**config.mk**
```make
export PLATFORM = sky130hd
export DESIGN_NAME = sha256_compress
export DESIGN_NICKNAME = d
export VERILOG_FILES = /design/src/rtl/sha256_compress.sv
export SDC_FILE = /design/constraint.sdc
export NUM_CORES = 2
export LEC_CHECK = 0
export ABC_CLOCK_PERIOD_IN_PS = 18450
export CAP_MARGIN = 20
export CORE_AREA = 4 4 421 423
export DETAILED_ROUTE_END_ITERATION = 8
export DIE_AREA = 0 0 425 427
export PLACE_DENSITY = 0.63
export SETUP_SLACK_MARGIN = 0.05
export SYNTH_ARGS = -nofsm -noshare
export SYNTH_HDL_FRONTEND = slang
export SYNTH_SLANG_ARGS = --single-unit
export TNS_END_PERCENT = 30
```
**constraint.sdc**
```tcl
create_clock -name clk -period 18.45 [get_ports clk]
set_clock_uncertainty 0.05 [all_clocks]
set_input_delay 2.7675 -clock clk [delete_from_list [all_inputs] [get_ports clk]]
set_output_delay 2.7675 -clock clk [all_outputs]
set_load 0.02 [all_outputs]
```
**src/rtl/sha256_compress.sv**
```systemverilog
// SHA-256 compression engine: one 512-bit block in, 64 rounds at one round per
// cycle, then the chaining state is updated and presented as a 256-bit digest.
module sha256_compress (
  input  logic         clk,
  input  logic         rst,
  input  logic         blk_valid,
  output logic         blk_ready,
  input  logic [511:0] blk_data,
  input  logic         blk_first,
  input  logic [255:0] iv_in,
  output logic [6:0]   k_idx,
  input  logic [31:0]  k_t,
  output logic         dig_valid,
  input  logic         dig_ready,
  output logic [255:0] digest
);

  typedef enum logic [1:0] {IDLE, ROUND, FINAL, DONE} state_t;

  state_t      state, state_nxt;
  logic [5:0]  t;
  logic [31:0] hv [8];
  logic [31:0] wv [8];
  logic [31:0] w  [16];
  logic [31:0] t1, t2, w_new;

  function automatic logic [31:0] rotr(input logic [31:0] x, input int n);
    return (x >> n) | (x << (32 - n));
  endfunction

  function automatic logic [31:0] bsig0(input logic [31:0] x);
    return rotr(x, 2) ^ rotr(x, 13) ^ rotr(x, 22);
  endfunction

  function automatic logic [31:0] bsig1(input logic [31:0] x);
    return rotr(x, 6) ^ rotr(x, 11) ^ rotr(x, 25);
  endfunction

  function automatic logic [31:0] ssig0(input logic [31:0] x);
    return rotr(x, 7) ^ rotr(x, 18) ^ (x >> 3);
  endfunction

  function automatic logic [31:0] ssig1(input logic [31:0] x);
    return rotr(x, 17) ^ rotr(x, 19) ^ (x >> 10);
  endfunction

  function automatic logic [31:0] ch(input logic [31:0] x, input logic [31:0] y,
                                     input logic [31:0] z);
    return (x & y) ^ (~x & z);
  endfunction

  function automatic logic [31:0] maj(input logic [31:0] x, input logic [31:0] y,
                                      input logic [31:0] z);
    return (x & y) ^ (x & z) ^ (y & z);
  endfunction

  always_ff @(posedge clk) begin
    if (rst) state <= IDLE;
    else     state <= state_nxt;
  end

  // DONE has priority over a waiting block: the digest handshake must retire
  // before IDLE can accept again, so blk_ready stays low throughout DONE.
  always_comb begin
    state_nxt = state;
    blk_ready = 1'b0;
    dig_valid = 1'b0;
    k_idx     = 7'd0;
    case (state)
      IDLE: begin
        blk_ready = 1'b1;
        if (blk_valid) state_nxt = ROUND;
      end
      ROUND: begin
        k_idx = {1'b0, t};
        if (t == 6'd63) state_nxt = FINAL;
      end
      FINAL: state_nxt = DONE;
      DONE: begin
        dig_valid = 1'b1;
        if (dig_ready) state_nxt = IDLE;
      end
      default: state_nxt = IDLE;
    endcase
  end

  assign t1    = wv[7] + bsig1(wv[4]) + ch(wv[4], wv[5], wv[6]) + k_t + w[0];
  assign t2    = bsig0(wv[0]) + maj(wv[0], wv[1], wv[2]);
  assign w_new = ssig1(w[14]) + w[9] + ssig0(w[1]) + w[0];

  always_ff @(posedge clk) begin
    if (rst) begin
      t <= 6'd0;
      for (int i = 0; i < 8; i++) begin
        hv[i] <= 32'd0;
        wv[i] <= 32'd0;
      end
      for (int i = 0; i < 16; i++) w[i] <= 32'd0;
    end else begin
      case (state)
        IDLE: begin
          if (blk_valid) begin
            t <= 6'd0;
            for (int i = 0; i < 16; i++) w[i] <= blk_data[511 - 32*i -: 32];
            for (int i = 0; i < 8; i++) begin
              if (blk_first) begin
                hv[i] <= iv_in[255 - 32*i -: 32];
                wv[i] <= iv_in[255 - 32*i -: 32];
              end else begin
                wv[i] <= hv[i];
              end
            end
          end
        end
        ROUND: begin
          wv[0] <= t1 + t2;
          wv[1] <= wv[0];
          wv[2] <= wv[1];
          wv[3] <= wv[2];
          wv[4] <= wv[3] + t1;
          wv[5] <= wv[4];
          wv[6] <= wv[5];
          wv[7] <= wv[6];
          for (int i = 0; i < 15; i++) w[i] <= w[i+1];
          w[15] <= w_new;
          if (t != 6'd63) t <= t + 6'd1;
        end
        FINAL: begin
          for (int i = 0; i < 8; i++) hv[i] <= hv[i] + wv[i];
        end
        default: ;
      endcase
    end
  end

  assign digest = {hv[0], hv[1], hv[2], hv[3], hv[4], hv[5], hv[6], hv[7]};

endmodule
```
==> flow_summary_export.csv <==
group,metric,value,unit
setup_path,rr_worst_depth,30,
placed_design,place_congestion,0.979,
run,cap_viol_max_count,0,
die,initial_utilization,41.1,%
logic_synthesis,synth_flop_cell,"edfxtp_1",
cells_and_area,final_layout_size_suffix_gt1_share,4.13,%
timing,max_slew_margin,22.9,%
timing,timing.final.crit_share,53.9,%
detailed_routing,drt-pass1-iter-count,8,
setup_path,crit_required,18.90,ns
setup_path,cp_data_arrival_time,10.40,ns
global_route,first_global_vias,59565,
timing,timing.final.crit_period,9.94,ns
detailed_routing,viasPerCell,5.87,
clock_tree,cts_hold_buf,0,
cells_and_area,stdcell_area,88400,sq um
logic_synthesis,synthCells,7052,
clock_tree,clk_latency,0.80,ns
logic_synthesis,ys_seq_area_share,43.4,%
timing,slew_viol_final,0,
logic_synthesis,syn-num-nets,8429,
timing,setup-tns-final,0,ns
setup_path,crit_path_frequent_cell,"inv_1",
detailed_routing,route.detailed.drc,0,
die,rows,153,
clock_tree,cts_max_level,4,
timing,whs,0.464,ns
clock_tree,cts_buffers,132,
logic_synthesis,async_reset_ff_share,0,%
clock_tree,ctsResizeCount,0,
global_route,busiest_layer,"met2",
die,core-area,173000,sq um
global_route,met3_usage,6.44,%
global_route,grt_use_met1,40.7,%
logic_synthesis,yosys_warnings,0,
min_path,holdPathStages,2,
timing,rsz0062_at_grt,"no",
die,die_h,427,um
cells_and_area,areaGrowthSynthToFinish,24.0,%
setup_path,critPathKind,"primary input to register",
setup_path,cp-end-kind,"register",
placed_design,io_buffer_count,1068,
global_route,grt_usage,33.2,%
die,die_w,425,um
global_route,grt_max_degree,196,
run_status,status,"complete, no violations",
setup_path,slowest_stage,"fa_1",
placed_design,dpl.hpwl,244000,um
cells_and_area,fill_cells,16068,
global_route,grt_remaining_overflow,0,
logic_synthesis,syn-cell-area,71300,sq um
global_route,grt_pass1_wl,433000,um
min_path,hold_class,"register to register",
detailed_routing,wirelength,313000,um
global_route,grtUsageMet2,54.0,%
timing,hold_violations,0,
timing,tightest_slew,1.16,ns
setup_path,crit_path_start_kind,"primary input",
setup_path,critPathMaxFanout,5,
clock_tree,cts_tree,"done",
clock_tree,clock_sinks,1032,
die,io_pins,1070,
logic_synthesis,ys_ff_latch,1032,
clock_tree,root_buffer,"clkbuf_16",
clock_tree,clk_path_buf_depth,3,
die,die-area,181000,sq um
cells_and_area,nets,9289,
detailed_routing,wire_per_inst,30.0,um
logic_synthesis,syn_area_per_cell,10.1,sq um
logic_synthesis,ys_types,92,
timing,setup_viol,0,
clock_tree,post_cts.repair.setup_buffers,0,
setup_path,max_stage_delay,0.56,ns
logic_synthesis,synth-edff-count,1024,
global_route,antenna_found_initial,89,
detailed_routing,drt_iter0_markers,6525,
clock_tree,clk_pin_slew,0.06,ns
placed_design,dpl_cell_area,84000,sq um
detailed_routing,vias,61057,
timing,clock.fmax,0.101,GHz
detailed_routing,drtAntennaViolNets,0,
==> routing by layer <==
| layer | routed length [um] | vias up |
|---|---|---|
| li1 | - | 27231 |
| met1 | 120000 | 30177 |
| met2 | 147000 | 2993 |
| met3 | 24300 | 626 |
| met4 | 20700 | 30 |
| met5 | 177 | - |
==> area by class of cell <==
type | count | area [sq um] | area share [%]
inverters | 327 | 1230 | 1.39
clock inverters | 70 | 646 | 0.730
well taps | 2325 | 2910 | 3.29
repair buffers | 1127 | 11200 | 12.7
diodes | 67 | 168 | 0.190
flip-flops and latches | 1032 | 30900 | 35.0
multi-input cells | 5292 | 37800 | 42.8
clock buffers | 169 | 3530 | 3.99
==> sequential cells by signal, summed over array words and instances (netlist names) <==
name and flops:
t 6, w 512, state 2, wv 256, hv 256
==> cells in the final DEF (no fill, tap or decap), types with 129 or more instances in the layout <==
| cell | count |
|---|---|
| a21oi_1 | 645 |
| clkdlybuf4s50_1 | 1066 |
| a211oi_1 | 129 |
| edfxtp_1 | 1024 |
| ha_1 | 375 |
| clkbuf_16 | 136 |
| o21ai_0 | 413 |
| nand2_1 | 812 |
| inv_1 | 326 |
| nand3_1 | 136 |
| a21o_1 | 199 |
| xor2_1 | 198 |
| fa_1 | 195 |
| nor2_1 | 556 |
| mux2i_1 | 411 |
| xnor2_1 | 382 |
==> cell families (layout without fill, tap and decap cells) <==
| logic type | after synthesis | after routing | share of synthesized area [%] |
|---|---|---|---|
| AO/OA/AOI/OAI | 1893 | 1893 | 16.7 |
| AND/OR/NAND/NOR | 1809 | 1809 | 10.8 |
| flip-flops | 1032 | 1032 | 43.4 |
| buffers and inverters | 728 | 1693 | 3.84 |
| XOR/XNOR | 580 | 580 | 7.13 |
| adder cells (fa/ha/maj) | 574 | 574 | 12.1 |
| multiplexers | 435 | 435 | 6.15 |
| other | 1 | 68 | 0.00526 |
==> worst max-delay path: cells and delay by family <==
kind | cells | cell delay (ns)
fa+ha+maj | 6 | 2.70
simple gates | 4 | 0.49
buf+inv | 6 | 0.91
xor+xnor | 2 | 0.49
compound gates | 12 | 3.03
==> final timing paths <==
check | start | to | slack (ns)
setup / recovery | k_t[7] | wv[0][30]$_DFFE_PP_ | 8.51
hold / removal | t[1]$_SDFFE_PP0P_ | t[1]$_SDFFE_PP0P_ | 0.46
setup reg to reg | wv[0][135]$_DFFE_PP_ | wv[0][30]$_DFFE_PP_ | 9.92
hold reg to reg | t[1]$_SDFFE_PP0P_ | t[1]$_SDFFE_PP0P_ | 0.46
==> synthesized netlist by cell type (all sizes together), types with 7 or more instances <==
| master | n | area share (%) |
|---|---|---|
| a22o | 106 | 1.3 |
| a21oi | 648 | 4.6 |
| dfxtp | 8 | 0.22 |
| ha | 377 | 6.6 |
| a2111oi | 12 | 0.19 |
| a21boi | 12 | 0.13 |
| nand2 | 822 | 4.3 |
| nand4 | 23 | 0.20 |
| buf | 54 | 0.29 |
| nor3 | 54 | 0.38 |
| nor4 | 9 | 0.079 |
| mux2i | 411 | 5.8 |
| a31oi | 22 | 0.19 |
| a221o | 12 | 0.17 |
| nor2 | 563 | 3.0 |
| a211o | 11 | 0.14 |
| clkbuf | 347 | 1.8 |
| inv | 326 | 1.7 |
| o31ai | 53 | 0.56 |
| a211oi | 132 | 1.4 |
| nand3 | 136 | 0.95 |
| o21a | 58 | 0.61 |
| a32o | 8 | 0.11 |
| a21o | 202 | 2.1 |
| o21ai | 421 | 3.0 |
| a31o | 9 | 0.11 |
| o22ai | 62 | 0.54 |
| xor2 | 198 | 2.4 |
| xnor2 | 382 | 4.7 |
| fa | 195 | 5.5 |
| and2 | 23 | 0.20 |
| nand2b | 54 | 0.47 |
| nor2b | 33 | 0.29 |
| o211ai | 21 | 0.22 |
| or4 | 7 | 0.074 |
| edfxtp | 1024 | 43 |
| and3 | 33 | 0.29 |
| mux2 | 24 | 0.38 |
| o21bai | 39 | 0.41 |
| or3 | 20 | 0.18 |
| or2 | 9 | 0.079 |
==> per-stage QoR <==
stage	std cells	utilization [%]	setup WS, ns
finish	10409	51.0	8.51
global route	10390	51.0	8.16
CTS	10340	50.9	8.63
detailed placement	10101	48.5	7.82
global placement	10100	48.5	7.81
floorplan	7052	-	9.14
Power is not shown: default switching activity piles up to over one toggle a cycle in this logic, so the estimate is an artifact.
